`src/rtl/imem_loader_pkg.sv`:
```
// Shared types and frame constants for the UART instruction-memory loader.
// Frame layout: MAGIC, LEN_LO, LEN_HI, N*BYTES little-endian data bytes, XOR checksum.
package imem_loader_pkg;

  typedef enum logic [2:0] {
    ST_IDLE   = 3'd0,
    ST_LEN_LO = 3'd1,
    ST_LEN_HI = 3'd2,
    ST_DATA   = 3'd3,
    ST_CSUM   = 3'd4,
    ST_DONE   = 3'd5,
    ST_ERROR  = 3'd6
  } loader_state_t;

  localparam logic [7:0]  LOADER_MAGIC = 8'hA5;
  localparam int unsigned LEN_W        = 16;
  localparam int unsigned BYTE_W       = 8;
  localparam logic [7:0]  CSUM_SEED    = 8'h00;

  function automatic logic [7:0] csum_step(input logic [7:0] acc, input logic [7:0] data);
    return acc ^ data;
  endfunction

  // States in which the inter-byte idle timer is armed.
  function automatic logic in_frame(input loader_state_t s);
    return (s == ST_LEN_LO) || (s == ST_LEN_HI) || (s == ST_DATA) || (s == ST_CSUM);
  endfunction

endpackage

```
`src/rtl/imem_word_assembler.sv`:
```
// Packs a stream of bytes into little-endian words; the completed word is presented
// combinationally with the last byte so the caller can register it on the same edge.
module imem_word_assembler
  import imem_loader_pkg::*;
#(
  parameter int DATA_WIDTH = 32
) (
  input  logic                  i_clk,
  input  logic                  i_rst,
  input  logic                  i_clr,
  input  logic                  i_byte_valid,
  input  logic [7:0]            i_byte,
  output logic                  o_word_valid,
  output logic [DATA_WIDTH-1:0] o_word
);

  localparam int BYTES  = DATA_WIDTH / BYTE_W;
  localparam int LANE_W = (BYTES > 1) ? $clog2(BYTES) : 1;
  localparam logic [LANE_W-1:0] LAST_LANE = LANE_W'(BYTES - 1);

  logic [LANE_W-1:0]     r_lane;
  logic [DATA_WIDTH-1:0] r_lanes;
  logic                  w_last;
  logic [DATA_WIDTH-1:0] w_word;

  // Merge the incoming byte into its lane of the partially built word.
  always_comb begin
    w_last = (r_lane == LAST_LANE);
    w_word = r_lanes;
    for (int i = 0; i < BYTES; i++) begin
      if (LANE_W'(i) == r_lane) begin
        w_word[i*8 +: 8] = i_byte;
      end else begin
        w_word[i*8 +: 8] = r_lanes[i*8 +: 8];
      end
    end
  end

  assign o_word_valid = i_byte_valid & w_last;
  assign o_word       = w_word;

  // Lane counter and lane storage.
  always_ff @(posedge i_clk or posedge i_rst) begin
    if (i_rst) begin
      r_lane  <= '0;
      r_lanes <= '0;
    end else if (i_clr) begin
      r_lane  <= '0;
      r_lanes <= '0;
    end else if (i_byte_valid) begin
      r_lanes <= w_word;
      r_lane  <= w_last ? '0 : (r_lane + LANE_W'(1));
    end else begin
      r_lane  <= r_lane;
      r_lanes <= r_lanes;
    end
  end

endmodule

```
`src/rtl/imem_uart_loader.sv`:
```
// Receives a framed program image from the UART and writes it into instruction RAM,
// holding the core in reset until a frame with a matching checksum has been stored.
module imem_uart_loader
  import imem_loader_pkg::*;
#(
  parameter int         DATA_WIDTH    = 32,
  parameter int         ADDR_WIDTH    = 10,
  parameter logic [7:0] MAGIC         = LOADER_MAGIC,
  parameter int         IDLE_TIMEOUT  = 100000,
  parameter bit         HOLD_AT_RESET = 1'b1
) (
  input  logic                  i_clk,
  input  logic                  i_rst,
  input  logic                  i_rx_valid,
  input  logic [7:0]            i_rx_data,
  output logic                  o_mem_we,
  output logic [ADDR_WIDTH-1:0] o_mem_addr,
  output logic [DATA_WIDTH-1:0] o_mem_wd,
  output logic                  o_cpu_hold,
  output logic                  o_load_done,
  output logic                  o_load_err
);

  localparam int IDX_W = ADDR_WIDTH + 1;
  localparam int TMO_W = $clog2(IDLE_TIMEOUT + 1);
  localparam logic [TMO_W-1:0] TMO_LAST = TMO_W'(IDLE_TIMEOUT - 1);

  typedef logic [LEN_W:0] len_ext_t;
  localparam len_ext_t LEN_ONE   = {{LEN_W{1'b0}}, 1'b1};
  localparam len_ext_t MAX_WORDS = LEN_ONE << ADDR_WIDTH;

  loader_state_t         r_state;
  logic [LEN_W-1:0]      r_len;
  logic [IDX_W-1:0]      r_widx;
  logic [7:0]            r_csum;
  logic [TMO_W-1:0]      r_tmo;
  logic                  r_mem_we;
  logic [ADDR_WIDTH-1:0] r_mem_addr;
  logic [DATA_WIDTH-1:0] r_mem_wd;
  logic                  r_cpu_hold;
  logic                  r_load_done;
  logic                  r_load_err;

  logic                  w_in_frame;
  logic                  w_start;
  logic                  w_asm_valid;
  logic                  w_word_valid;
  logic [DATA_WIDTH-1:0] w_word;
  len_ext_t              w_len_full;
  logic [IDX_W-1:0]      w_widx_next;
  logic                  w_last_word;
  logic                  w_tmo_expire;

  // Frame-level decode shared by the FSM.
  always_comb begin
    w_in_frame   = in_frame(r_state);
    w_start      = i_rx_valid && (i_rx_data == MAGIC) && !w_in_frame;
    w_asm_valid  = i_rx_valid && (r_state == ST_DATA);
    w_len_full   = {1'b0, i_rx_data, r_len[7:0]};
    w_widx_next  = r_widx + IDX_W'(1);
    w_last_word  = (len_ext_t'(w_widx_next) == {1'b0, r_len});
    w_tmo_expire = !i_rx_valid && (r_tmo == TMO_LAST);
  end

  imem_word_assembler #(
    .DATA_WIDTH (DATA_WIDTH)
  ) u_asm (
    .i_clk        (i_clk),
    .i_rst        (i_rst),
    .i_clr        (w_start),
    .i_byte_valid (w_asm_valid),
    .i_byte       (i_rx_data),
    .o_word_valid (w_word_valid),
    .o_word       (w_word)
  );

  // Loader FSM with checksum, idle timer and registered memory port.
  always_ff @(posedge i_clk or posedge i_rst) begin
    if (i_rst) begin
      r_state     <= ST_IDLE;
      r_len       <= '0;
      r_widx      <= '0;
      r_csum      <= CSUM_SEED;
      r_tmo       <= '0;
      r_mem_we    <= 1'b0;
      r_mem_addr  <= '0;
      r_mem_wd    <= '0;
      r_cpu_hold  <= HOLD_AT_RESET;
      r_load_done <= 1'b0;
      r_load_err  <= 1'b0;
    end else begin
      r_mem_we <= 1'b0;

      if (w_in_frame) begin
        if (i_rx_valid) begin
          r_tmo <= '0;
        end else if (w_tmo_expire) begin
          r_tmo      <= '0;
          r_state    <= ST_ERROR;
          r_load_err <= 1'b1;
          r_cpu_hold <= 1'b1;
        end else begin
          r_tmo <= r_tmo + TMO_W'(1);
        end
      end else begin
        r_tmo <= '0;
      end

      case (r_state)
        ST_IDLE, ST_DONE, ST_ERROR: begin
          if (w_start) begin
            r_state     <= ST_LEN_LO;
            r_cpu_hold  <= 1'b1;
            r_load_done <= 1'b0;
            r_load_err  <= 1'b0;
            r_widx      <= '0;
            r_csum      <= CSUM_SEED;
          end
        end
        ST_LEN_LO: begin
          if (i_rx_valid) begin
            r_len[7:0] <= i_rx_data;
            r_state    <= ST_LEN_HI;
          end
        end
        ST_LEN_HI: begin
          if (i_rx_valid) begin
            r_len[15:8] <= i_rx_data;
            if (w_len_full > MAX_WORDS) begin
              r_state    <= ST_ERROR;
              r_load_err <= 1'b1;
              r_cpu_hold <= 1'b1;
            end else if (w_len_full == '0) begin
              r_state <= ST_CSUM;
            end else begin
              r_state <= ST_DATA;
            end
          end
        end
        ST_DATA: begin
          if (i_rx_valid) begin
            r_csum <= csum_step(r_csum, i_rx_data);
            if (w_word_valid) begin
              r_mem_we   <= 1'b1;
              r_mem_addr <= r_widx[ADDR_WIDTH-1:0];
              r_mem_wd   <= w_word;
              r_widx     <= w_widx_next;
              if (w_last_word) begin
                r_state <= ST_CSUM;
              end
            end
          end
        end
        ST_CSUM: begin
          if (i_rx_valid) begin
            if (i_rx_data == r_csum) begin
              r_state     <= ST_DONE;
              r_load_done <= 1'b1;
              r_cpu_hold  <= 1'b0;
            end else begin
              r_state    <= ST_ERROR;
              r_load_err <= 1'b1;
              r_cpu_hold <= 1'b1;
            end
          end
        end
        default: begin
          r_state <= ST_IDLE;
        end
      endcase
    end
  end

  assign o_mem_we    = r_mem_we;
  assign o_mem_addr  = r_mem_addr;
  assign o_mem_wd    = r_mem_wd;
  assign o_cpu_hold  = r_cpu_hold;
  assign o_load_done = r_load_done;
  assign o_load_err  = r_load_err;

endmodule
```
`config.mk`:
```
export PLATFORM = sky130hd
export DESIGN_NAME = imem_uart_loader
export DESIGN_NICKNAME = d
export VERILOG_FILES = /design/src/rtl/imem_loader_pkg.sv /design/src/rtl/imem_word_assembler.sv /design/src/rtl/imem_uart_loader.sv
export SDC_FILE = /design/constraint.sdc
export NUM_CORES = 1
export LEC_CHECK = 0
export ABC_AREA = 1
export CORE_MARGIN = 1
export CORE_UTILIZATION = 45
export CTS_CLUSTER_SIZE = 14
export DETAILED_ROUTE_END_ITERATION = 16
export GPL_TIMING_DRIVEN = 1
export REMOVE_ABC_BUFFERS = 1
export SYNTH_ARGS = -nofsm -noshare
export SYNTH_HDL_FRONTEND = slang
export SYNTH_SLANG_ARGS = --single-unit
```
`constraint.sdc`:
```
create_clock -name i_clk -period 6.7 [get_ports i_clk]
set_input_delay 1.005 -clock i_clk [delete_from_list [all_inputs] [get_ports i_clk]]
set_output_delay 1.005 -clock i_clk [all_outputs]
set_load 0.02 [all_outputs]
```
# After elaboration in Yosys (flattened, before gate mapping)

Cells that the tools add are included.
Widths: inputs -> output; s select.

Reductions and logical operators: 22
Bitwise gates (word level): 2
Mux-type cells: 58
Add/sub/neg operators: 3
Order comparisons: 1
Equality and inequality tests: 19

Operators by type and width:

| operator              | count |
|---|---|
| $mux 32               | 2 |
| $mux 17               | 3 |
| $mux 8                | 6 |
| $mux 3                | 12 |
| $mux 11               | 3 |
| $mux 1                | 22 |
| $pmux 11 s2           | 1 |
| $add 17x1->17 const B | 1 |
| $eq 17x17->1 const B  | 1 |
| $logic_not 17->1      | 1 |
| $eq 11x16->1          | 1 |
| $gt 16x11->1 const B  | 1 |
| $pmux 8 s2            | 1 |
| $pmux 3 s5            | 1 |
| $add 11x1->11 const B | 1 |
| $eq 3x3->1 const B    | 3 |
| $eq 8x8->1            | 1 |
| $eq 8x8->1 const B    | 1 |
| $mux 2                | 4 |
| $reduce_and 4->1      | 2 |
| $xor 8x8->8           | 1 |
| $eq 3x2->1 const B    | 2 |
| $ne 2x1->1 const B    | 3 |
| $pmux 1 s3            | 2 |
| 17 further kinds      | 29 |

Bits in registers: 135
Output and inout bits: 46
Word-level logic and storage cells: 119
Bits of input ports: 11

# Longest topological paths before layout

Gate-level depths: netlist (run 1).

Word-level depth: 9
Mapped depth: 15
Mapped depth without buffers: 14

# Modules after synthesis

From an unflattened synthesis (run 1), not the netlist that was laid out.

Cell total of the unflattened synthesis: 873
Area, all modules: 6635.1 µm²

By module, submodules not included:

| module              | times used | seq. area each (µm²) | area each (µm²) | cells an instance |
|---|---|---|---|---|
| imem_uart_loader    | 1          | 2528.7               | 4879.7          | 616 |
| imem_word_assembler | 1          | 850.8                | 1755.4          | 257 |

# Worst setup path after synthesis (run 1)

OpenSTA, ideal clock, no wires.

Path type: in2reg
Start point: input port i_rx_data[2]
End point: register r_widx[10]
Setup slack: 4445 ps
Path buffers: 1
Cell stages on the path: 9
Library setup time: 121 ps
Data arrival time: 2134 ps
Required time: 6579 ps
Path through: clkbuf_1 nand4_1 nor2_1 nand3_1 nand2_1 inv_2 a21oi_4 inv_2 a22o_1

Cells in the longest elaborated chain, start to end: 5

RTL lines:

| item                              | RTL line                | RTL |
|---|---|---|
| start, declared                   | imem_uart_loader.sv:15  | `input logic [7:0] i_rx_data,` |
| $eq 8x8->1                        | imem_uart_loader.sv:57  | `w_start = i_rx_valid && (i_rx_data == MAGIC) && !w_in_frame;` |
| $logic_and 1x1->1 (2 in series)   | imem_uart_loader.sv:57  |  |
| $ne 2x1->1 (no source line)       | --                      |  |
| $reduce_and 4->1 (no source line) | --                      |  |
| end signal, assigned              | imem_uart_loader.sv:147 | `r_widx <= w_widx_next;` |
| end, declared                     | imem_uart_loader.sv:34  | `logic [IDX_W-1:0] r_widx;` |

Every way passes these cells.
A chain may end at the register's enable or synchronous reset.

# Worst setup path after layout (run 1)

Start point: input port i_rx_valid
End point: register r_widx[10]

Cells in the longest elaborated chain, start to end: 4
Elaborated cells between the ends (all ways): 8
Classes of those cells: eq/ne: 3; bitwise: 1; reduce/logical: 4

RTL lines:

| item                                                    | RTL line                                          | RTL |
|---|---|---|
| start, declared                                         | imem_uart_loader.sv:14                            | `input logic i_rx_valid,` |
| $logic_and 1x1->1, on equally long branches             | imem_uart_loader.sv:58, imem_uart_loader.sv:57    |  |
| $and 1x1->1 / $logic_and 1x1->1 (equally long branches) | imem_word_assembler.sv:39, imem_uart_loader.sv:57 |  |
| $ne 2x1->1 (no source line)                             | --                                                |  |
| $reduce_and 4->1 (no source line) *                     | --                                                |  |

Every way passes the cells marked *; elsewhere a longest branch is shown, timed or not.

==> out/results.tsv, run 1 <==
stage	metric	value	unit
setup_path	worst endpoint data arrival time	4.24	ns
clock_network	clk slew on worst S/H paths	0.05	ns
placed_design	Final Wtd Congestion	0.898	
route	Via density	5.04	
yosys	Yosys warnings	0	
global_routing	GRT Overall Usage	0.220	
power_and_ir_drop	Internal	0.00196	W
job	Max Cap Violations	0	
layout	Layout Area Growth over Synthesis	20.4	%
yosys	Cell Area, Synth	6190	µm²
yosys	register area share after synthesis	0.514	
clock_network	Setup Fix Bufs, Post-CTS	0	
clock_network	H-tree depth	4	
power_and_ir_drop	Pwr Density	405	nW/µm²
die	Rows	42	
setup_path	worst reg2reg path depth	8	
yosys	syn avg cell area	7.76	µm²
route	met2 wire length	6570	µm
yosys	most frequent cell after synthesis	nand2_1	
timing	Slew headroom	0.333	
route	Post-route DRC	0	
placed_design	IO Port Bufs	56	
timing	fin crit share	0.587	
setup_path	Largest stage delay, worst path	0.84	ns
timing	Slew @ Worst Pin	0.998	ns
layout	layout cells sized above 1	0.0608	
timing	setup violators final	0	
yosys	Post-synth EDFFs	0	
route	vias	5198	
timing	setup TNS	0	ns
route	Highest Signal Layer	met4	
yosys	share of Yosys cell area claimed by the top area cell type	0.509	
setup_path	Critical Path End Type	register	
power_and_ir_drop	Peak VDD IR	0.213	mV
hold_path	Hold Path Stages	1	
power_and_ir_drop	sw power	0.00106	W
setup_path	FF-to-FF End	r_widx[10]	
power_and_ir_drop	Reg power frac	0.378	
route	drt total wl	14200	µm
clock_network	CTS sink cnt	127	
die	Die Ht	119	µm
route	initial DRC count	244	
hold_path	Hold WC Path Type	reg2reg	
power_and_ir_drop	Clock power frac	0.309	
clock_network	total CTS buffers	17	
power_and_ir_drop	P_leak	3.58	nW
hold_path	HP Start	r_tmo[0]	
timing	Final Hold Fails	0	
route	routed wl met3	476	µm
route	Metal-1 WL	6970	µm
timing	Final Skew	0.00778	ns
yosys	Commonest cells post-synth	nand2_1 (275), dfrtp_1 (126), o21ai_0 (86)	
yosys	Cells after Synth	798	
clock_network	# hold bufs at CTS	0	
die	die area	14200	µm²
setup_path	critical-path cell list	clkdlybuf4s50_1, nand4_4, nor2_4, inv_1, buf_4, a21oi_4, inv_2, a22o_1	
die	initial core utilization	0.464	
die	die width	119	µm
setup_path	CP max-delay cell	nor2_4	
timing	RSZ-0062 raised after global routing	no	
power_and_ir_drop	Gate power share	0.313	
clock_network	clk buf depth	2	
setup_path	CP bufs+invs	4	
global_routing	vias in the first global route	5152	
setup_path	reg2reg setup slack	3.60	ns
clock_network	PostCTS Resize Cnt	0	
yosys	register bit total from synthesis	127	
setup_path	crit path launch type	primary input	
timing	Final Critical Period	3.94	ns
yosys	Yosys top cell by area	dfrtp_1	
setup_path	crit-path max FO	50	
timing	Final Max Tran Viols	0	
clock_network	Root Buffer	clkbuf_16	
yosys	async set-reset flop share out of synthesis	1.00	
placed_design	Placed Area	6850	µm²
hold_path	Worst Hold Path EP	r_tmo[0]	
setup_path	Worst EP required	7.01	ns
setup_path	cell family with most CP delay	buffers and inverters	
placed_design	dpl hpwl	9580	µm
timing	hold slack final	0.463	ns
layout	Final Net Count	859	
die	I/O pins	57	
global_routing	largest net degree at the start of global routing	73	
layout	design area	7450	µm²
setup_path	WP depth	8	
setup_path	RR Startpoint	r_state[2]	
route	WL/cell	13.8	µm
timing	Fmax	254	MHz
global_routing	total congestion overflow	0	
global_routing	first-pass GRT wire length	24300	µm
clock_network	Clock Latency Late Sink	0.42	ns
setup_path	CP Class	in2reg	
power_and_ir_drop	Total Power	0.00302	W
global_routing	initial antenna violation count	0	
die	core area	13300	µm²
power_and_ir_drop	Sw Share	0.351	
yosys	post-synth cell types	38	
layout	diode count	0	
clock_network	CTS tree	built	
yosys	ys flop type	dfrtp_1	
run_status	status	completed	
yosys	Area contributors post-synth	dfrtp_1 (51%), nand2_1 (17%), o21ai_0 (7.0%)	
route	Final ANT Viol Nets	0	
route	First-pass DRT Iterations	5	
-- worst max-delay path by stage --
stage / startpoint / to / slack [ns]
after floorplan: i_rst / o_load_done / 2.31
after detailed placement: i_rx_valid / r_widx[10] / 2.32
after global placement: i_rx_valid / r_widx[10] / 2.44
after CTS: i_rx_valid / r_widx[10] / 2.78
final: i_rx_valid / r_widx[10] / 2.76
after global routing: i_rx_valid / r_widx[1] / 2.50
-- cells by family (layout without fill, tap and decap cells) --
group,Yosys count,after routing,share of synthesized area
and+or+nand+nor,413,413,0.275
DFF,127,127,0.514
AOI/OAI and AO/OA,119,119,0.107
xor gates and xnor gates,12,12,0.0170
buffers and inverters,121,178,0.0756
adders and majority gates,6,6,0.0121
-- registers in the layout, indices dropped and copies added, names as in the netlist, 3 cells and up --
| register | flops |
|---|---|
| r_widx | 11 |
| r_state | 3 |
| u_asm.r_lanes | 24 |
| r_len | 16 |
| r_tmo | 17 |
| o_mem_wd | 32 |
| r_csum | 8 |
| o_mem_addr | 10 |
-- power groups by stage --
stage	registers [W]	clock network (W)	logic (W)
6_report	0.00114	0.000933	0.000946
5_1_grt	0.00117	0.000985	0.00107
4_1_cts	0.00114	0.000950	0.000951
3_5_place_dp	0.00116	0	0.000942
3_3_place_gp	0.00114	0	0.000921
2_1_floorplan	0.00122	0	0.000536
-- worst reg2reg max path, cell delays in order (launching register included) --
cell     delay [ns]
dfrtp_1        0.44
inv_1          0.21
nand4_4        0.25
nor2_4         0.84
inv_1          0.22
buf_4          0.34
a21oi_4        0.45
inv_2          0.07
a22o_1         0.18
-- routing by layer --
metal | vias up | track usage
li1 | 2612 | -
met1 | 2465 | 0.294
met2 | 101 | 0.349
met3 | 20 | 0.0465
met4 | 0 | 0.0886
met5 | - | 0
-- cell usage in the layout, fill, tap and decap left out, types with 3 or more instances in the layout --
cell             Yosys  final
nand2_1            275    275
dfrtp_1            126    126
o21ai_0             86     86
inv_1               82     81
nor2_1              63     63
clkdlybuf4s50_1      0     56
nand3_1             43     43
clkbuf_16            0     17
a21oi_1             10     10
nand4_1             10     10
xor2_1               8      8
o22ai_1              7      7
inv_2                6      6
nor3_1               6      6
ha_1                 6      6
clkinv_2             0      5
clkbuf_8             0      5
nor4_1               4      4
xnor2_1              4      4
nor3b_1              3      3
-- cell type report --
cell class | instances | area [µm²]
fillers | 1264 | 5890
flip-flops and latches | 127 | 3180
multi-input cells | 550 | 2540
repair buffers | 58 | 576
clock buffers | 22 | 494
inverters | 88 | 333
well taps | 176 | 220
clock inverters | 10 | 109
-- stage by stage --
stage	util	std cells	setup slack (ns)
4_1_cts	0.558	1031	2.78
3_3_place_gp	0.513	999	2.44
6_report	0.558	1031	2.76
2_1_floorplan	-	765	2.31
5_1_grt	0.558	1031	2.50
3_5_place_dp	0.513	999	2.32
No activity file was read; power rests on OpenSTA's default activity.
==> inputs of run 2 (changes only) <==
==> constraint.sdc (replaced) <==
create_clock -name i_clk -period 3.9 [get_ports i_clk]
set_input_delay 0.585 -clock i_clk [delete_from_list [all_inputs] [get_ports i_clk]]
set_output_delay 0.585 -clock i_clk [all_outputs]
set_load 0.02 [all_outputs]
==> out/results.tsv, run 2 (synthesis results as in run 1) <==
stage	metric	value	unit	change
power_and_ir_drop	P_leak	3.63	nW	+1.5%
die	initial core utilization	0.464		unchanged
route	WL/cell	13.9	µm	+0.49%
power_and_ir_drop	Gate power share	0.311		-0.002
clock_network	Setup Fix Bufs, Post-CTS	0		unchanged
setup_path	RR Startpoint	r_state[2]		
global_routing	largest net degree at the start of global routing	76		+4.1%
clock_network	clk slew on worst S/H paths	0.05	ns	about the same
setup_path	Critical Path End Type	register		
clock_network	CTS tree	built		
setup_path	crit path launch type	primary input		
clock_network	Root Buffer	clkbuf_16		
clock_network	H-tree depth	4		unchanged
setup_path	CP Class	in2reg		
timing	Slew @ Worst Pin	0.992	ns	-0.00593 ns
power_and_ir_drop	Clock power frac	0.318		+0.009
layout	layout cells sized above 1	0.0673		+0.00647
timing	Final Skew	0.00414	ns	-0.00364 ns
layout	diode count	0		unchanged
layout	max reg flops	32		unchanged
die	Die Ht	119	µm	unchanged
hold_path	Hold WC Path Type	reg2reg		
timing	Fmax	406	MHz	
power_and_ir_drop	Internal	0.00347	W	+77%
job	Max Cap Violations	0		unchanged
timing	Final Hold Fails	0		unchanged
power_and_ir_drop	Pwr Density	702	nW/µm²	+73%
power_and_ir_drop	sw power	0.00183	W	+73%
layout	area occupied by multi-input gates	2540	µm²	unchanged
placed_design	IO Port Bufs	56		unchanged
route	Final ANT Viol Nets	0		unchanged
timing	RSZ-0062 raised after global routing	no		
route	First-pass DRT Iterations	5		unchanged
layout	most common cell after layout, fill and taps aside	nand2_1		
setup_path	Largest stage delay, worst path	0.48	ns	-0.36 ns
setup_path	CP max-delay cell	nor2_4		
die	die area	14200	µm²	unchanged
die	Rows	42		unchanged
global_routing	initial antenna violation count	0		unchanged
die	core area	13300	µm²	unchanged
setup_path	most frequent CP cell	buf_4		
timing	setup violators final	0		unchanged
global_routing	GRT Overall Usage	0.224		+0.00351
layout	Final Net Count	866		+0.81%
timing	fin crit share	0.631		
setup_path	Worst EP required	4.24	ns	-2.77 ns
setup_path	critical-path cell list	clkdlybuf4s50_1, buf_4, nand4_4, nor2_4, inv_1, buf_4, nor2_1, o21bai_1		
clock_network	PostCTS Resize Cnt	0		unchanged
power_and_ir_drop	Reg power frac	0.371		-0.007
setup_path	Crit. Startpoint	i_rx_valid		
route	Post-route DRC	0		unchanged
global_routing	vias in the first global route	5224		+1.4%
route	initial DRC count	409		+68%
placed_design	Final Wtd Congestion	0.871		-3.0%
clock_network	Clock Latency Late Sink	0.42	ns	about the same
timing	Final Critical Period	2.46	ns	
clock_network	total CTS buffers	17		unchanged
run_status	status	completed		
timing	Final Max Tran Viols	0		unchanged
clock_network	clk buf depth	2		unchanged
power_and_ir_drop	Sw Share	0.345		-0.00558
die	I/O pins	57		unchanged
timing	hold slack final	0.454	ns	-0.00942 ns
hold_path	HP Start	r_tmo[0]		
power_and_ir_drop	Peak VDD IR	0.373	mV	+75%
die	die width	119	µm	unchanged
setup_path	crit-path max FO	52		+4.0%
layout	most frequent cells in the layout	nand2_1 (275), dfrtp_1 (126), o21ai_0 (86), inv_1 (81), nor2_1 (63)		
setup_path	worst endpoint data arrival time	2.80	ns	-1.44 ns
clock_network	CTS sink cnt	127		unchanged
route	Via density	5.11		+1.3%
layout	Register Area	3180	µm²	unchanged
route	vias	5302		+2.0%
layout	fillers	1260		-0.32%
layout	Layout Area Growth over Synthesis	21.9	%	
global_routing	first-pass GRT wire length	24800	µm	+1.9%
timing	setup TNS	0	ns	unchanged
timing	Slew headroom	0.338		+0.00481
route	drt total wl	14400	µm	+1.2%
global_routing	total congestion overflow	0		unchanged
placed_design	dpl hpwl	9650	µm	+0.68%
clock_network	# hold bufs at CTS	0		unchanged
-- run 2: worst paths after layout --
kind	end	slack (ns)	depth (start not counted)
hold / removal	r_tmo[0]	0.45	1
hold reg to reg	r_tmo[0]	0.45	1
max in group asynchronous	r_len[13]	2.38	3
min in group asynchronous	o_mem_wd[26]	0.74	2
setup / recovery	r_widx[0]	1.44	8
setup reg to reg	r_widx[0]	1.62	7
-- run 2: metal layers --
metal / global-route usage / share of wire / up-vias
met5: 0 / 0 / -
met4: 0.0918 / 0.014 / 0
met3: 0.0498 / 0.041 / 13
met1: 0.294 / 0.49 / 2523
met2: 0.356 / 0.46 / 136
li1: - / - / 2630
-- run 2: power groups by stage --
stage                     registers, W  logic [W]  clock network, W
final                          0.00197    0.00165           0.00169
after global routing           0.00201    0.00186           0.00178
after CTS                      0.00197    0.00165           0.00171
after detailed placement       0.00199    0.00163                 0
after global placement         0.00197    0.00160                 0
after floorplan                0.00210   0.000921                 0
-- run 2: through the flow --
stage,utilization,total power (W),instances,cell area [µm²],setup WS (ns)
global placement,0.518,0.00357,1006,6920,1.04
floorplan,-,0.00302,765,6050,-0.0676
CTS,0.565,0.00533,1038,7550,1.42
global route,0.565,0.00565,1038,7550,1.14
finish,0.565,0.00530,1038,7550,1.44
detailed placement,0.518,0.00362,1006,6920,0.979
-- run 2: cell type report --
type	instances	area share
sequential	127	0.421
clock buffer	21	0.0623
multi-input combinational	550	0.337
tap	176	0.0292
inverter	88	0.0441
timing repair buffer	65	0.0849
clock inverter	11	0.0214
-- run 2: worst max-delay path: cells and delay by family --
family          cells  cell delay (ns)
buf+inv             4             1.14
simple gates        3             0.91
compound gates      1             0.12
==> inputs of run 3 (changes only) <==
==> constraint.sdc (replaced) <==
create_clock -name i_clk -period 2.3 [get_ports i_clk]
set_input_delay 0.345 -clock i_clk [delete_from_list [all_inputs] [get_ports i_clk]]
set_output_delay 0.345 -clock i_clk [all_outputs]
set_load 0.02 [all_outputs]
==> out/results.tsv, run 3 (synthesis results as in run 1) <==
stage	metric	value	unit	change
clock_network	clk buf depth	2		unchanged
setup_path	CP Class	reg2reg		
route	First-pass DRT Iterations	5		unchanged
global_routing	GRT Overall Usage	0.226		+0.00260
clock_network	PostCTS Resize Cnt	0		unchanged
layout	area occupied by multi-input gates	2540	µm²	about the same
power_and_ir_drop	Peak VDD IR	0.885	mV	+140%
timing	Slew @ Worst Pin	0.547	ns	-0.445 ns
route	Via density	5.09		-0.31%
timing	Fmax	494	MHz	
power_and_ir_drop	Total Power	0.00863	W	+63%
job	Max Cap Violations	0		unchanged
global_routing	vias in the first global route	5149		-1.4%
setup_path	Critical Path End Type	register		
timing	hold slack final	0.255	ns	-0.199 ns
power_and_ir_drop	P_leak	3.68	nW	+1.2%
placed_design	IO Port Bufs	56		unchanged
die	Rows	42		unchanged
route	Post-route DRC	0		unchanged
route	initial DRC count	365		-11%
layout	Final Net Count	880		+1.6%
placed_design	Cells after DPL	1020		+1.4%
timing	fin crit share	0.879		
die	die width	119	µm	unchanged
placed_design	dpl hpwl	10400	µm	+7.4%
clock_network	H-tree depth	4		unchanged
layout	fillers	1273		+1.0%
timing	worst setup margin	0.278	ns	-1.16 ns
die	core area	13300	µm²	unchanged
global_routing	first-pass GRT wire length	25200	µm	+1.5%
setup_path	crit path launch type	register		
setup_path	RR Startpoint	r_tmo[0]		
clock_network	Root Buffer	clkbuf_16		
power_and_ir_drop	Pwr Density	1130	nW/µm²	+61%
setup_path	Worst EP required	2.60	ns	-1.64 ns
layout	most common cell after layout, fill and taps aside	nand2_1		
timing	Slew headroom	0.635		+0.297
layout	max reg flops	32		unchanged
clock_network	# hold bufs at CTS	0		unchanged
route	vias	5352		+0.94%
setup_path	reg2reg setup slack	0.28	ns	-1.34 ns
layout	Register Area	3180	µm²	unchanged
timing	setup violators final	0		unchanged
timing	Final Critical Period	2.02	ns	
die	die area	14200	µm²	unchanged
global_routing	initial antenna violation count	0		unchanged
clock_network	CTS tree	built		
timing	RSZ-0062 raised after global routing	no		
die	I/O pins	57		unchanged
placed_design	Final Wtd Congestion	0.896		+2.8%
timing	Final Skew	0.00628	ns	+0.00215 ns
route	WL/cell	13.8	µm	-0.41%
die	Die Ht	119	µm	unchanged
hold_path	Hold WC Path Type	in2async		
layout	most frequent cells in the layout	nand2_1 (275), dfrtp_1 (126), o21ai_0 (86), inv_1 (81), nor2_1 (62)		
setup_path	worst reg2reg path depth	12		+5
clock_network	clk slew on worst S/H paths	0.05	ns	about the same
setup_path	FF-to-FF End	r_state[0]		
timing	Final Max Tran Viols	0		unchanged
route	Final ANT Viol Nets	0		unchanged
layout	diode count	0		unchanged
route	drt total wl	14500	µm	+0.83%
timing	Final Hold Fails	0		unchanged
setup_path	worst endpoint data arrival time	2.33	ns	-0.47 ns
clock_network	CTS sink cnt	127		unchanged
die	initial core utilization	0.464		unchanged
setup_path	crit-path max FO	4		-92%
placed_design	worst slack at placement	0.0479	ns	-0.931 ns
clock_network	Setup Fix Bufs, Post-CTS	0		unchanged
global_routing	largest net degree at the start of global routing	54		-29%
layout	Non-Filler Instances	1051		+1.3%
run_status	status	completed		
global_routing	total congestion overflow	0		unchanged
clock_network	Clock Latency Late Sink	0.42	ns	about the same
clock_network	total CTS buffers	17		unchanged
layout	Layout Area Growth over Synthesis	23.1	%	
layout	layout cells sized above 1	0.0823		+0.0150
-- run 3: worst max-delay path: stages (launching register included) --
cell and delay (ns):
dfrtp_1 0.37, ha_1 0.18, nand2_1 0.07, nor2_1 0.12, nand2_1 0.15, nor4_1 0.34, nand3_1 0.23, nand2_1 0.17
nand2_1 0.08, nand2_1 0.06, nand2_1 0.05, inv_1 0.05, nand2_1 0.05
-- run 3: metal layers --
metal  vias to the layer above  wire [µm]  track usage
li1                       2659          -            -
met1                      2554       7100        0.316
met2                       127       6580        0.344
met3                        12        680       0.0560
met4                         0        172       0.0728
met5                         -          0            0
-- run 3: power by group --
group | leakage, nW | internal (W) | switching (W)
combinational | 1.78 | 0.00112 | 0.00170
sequential | 1.63 | 0.00292 | 0.000415
clock | 0.271 | 0.00152 | 0.000956
-- run 3: how the worst max path moves through the flow --
stage | depth (start not counted) | end | from
2_1_floorplan | 1 | o_load_done | i_rst
3_5_place_dp | 9 | o_cpu_hold | i_rx_data[5]
6_report | 12 | r_state[0] | r_tmo[0]
5_1_grt | 14 | r_state[0] | r_widx[0]
4_1_cts | 14 | r_state[0] | r_widx[0]
3_3_place_gp | 12 | r_state[0] | i_rx_valid
-- run 3: area by class of cell --
type,count,area share
Sequential cell,127,0.417
Multi-Input combinational cell,550,0.334
Timing Repair Buffer,79,0.104
Clock buffer,20,0.0599
Inverter,88,0.0437
Tap cell,176,0.0289
Clock inverter,11,0.0121
-- run 3: per-stage QoR --
step,utilization,instance area [µm²],TNS [ns]
6_report,0.571,7620,0
3_3_place_gp,0.530,7070,0
4_1_cts,0.571,7620,0
5_1_grt,0.571,7620,0
3_5_place_dp,0.530,7070,0
2_1_floorplan,-,6050,-186.13
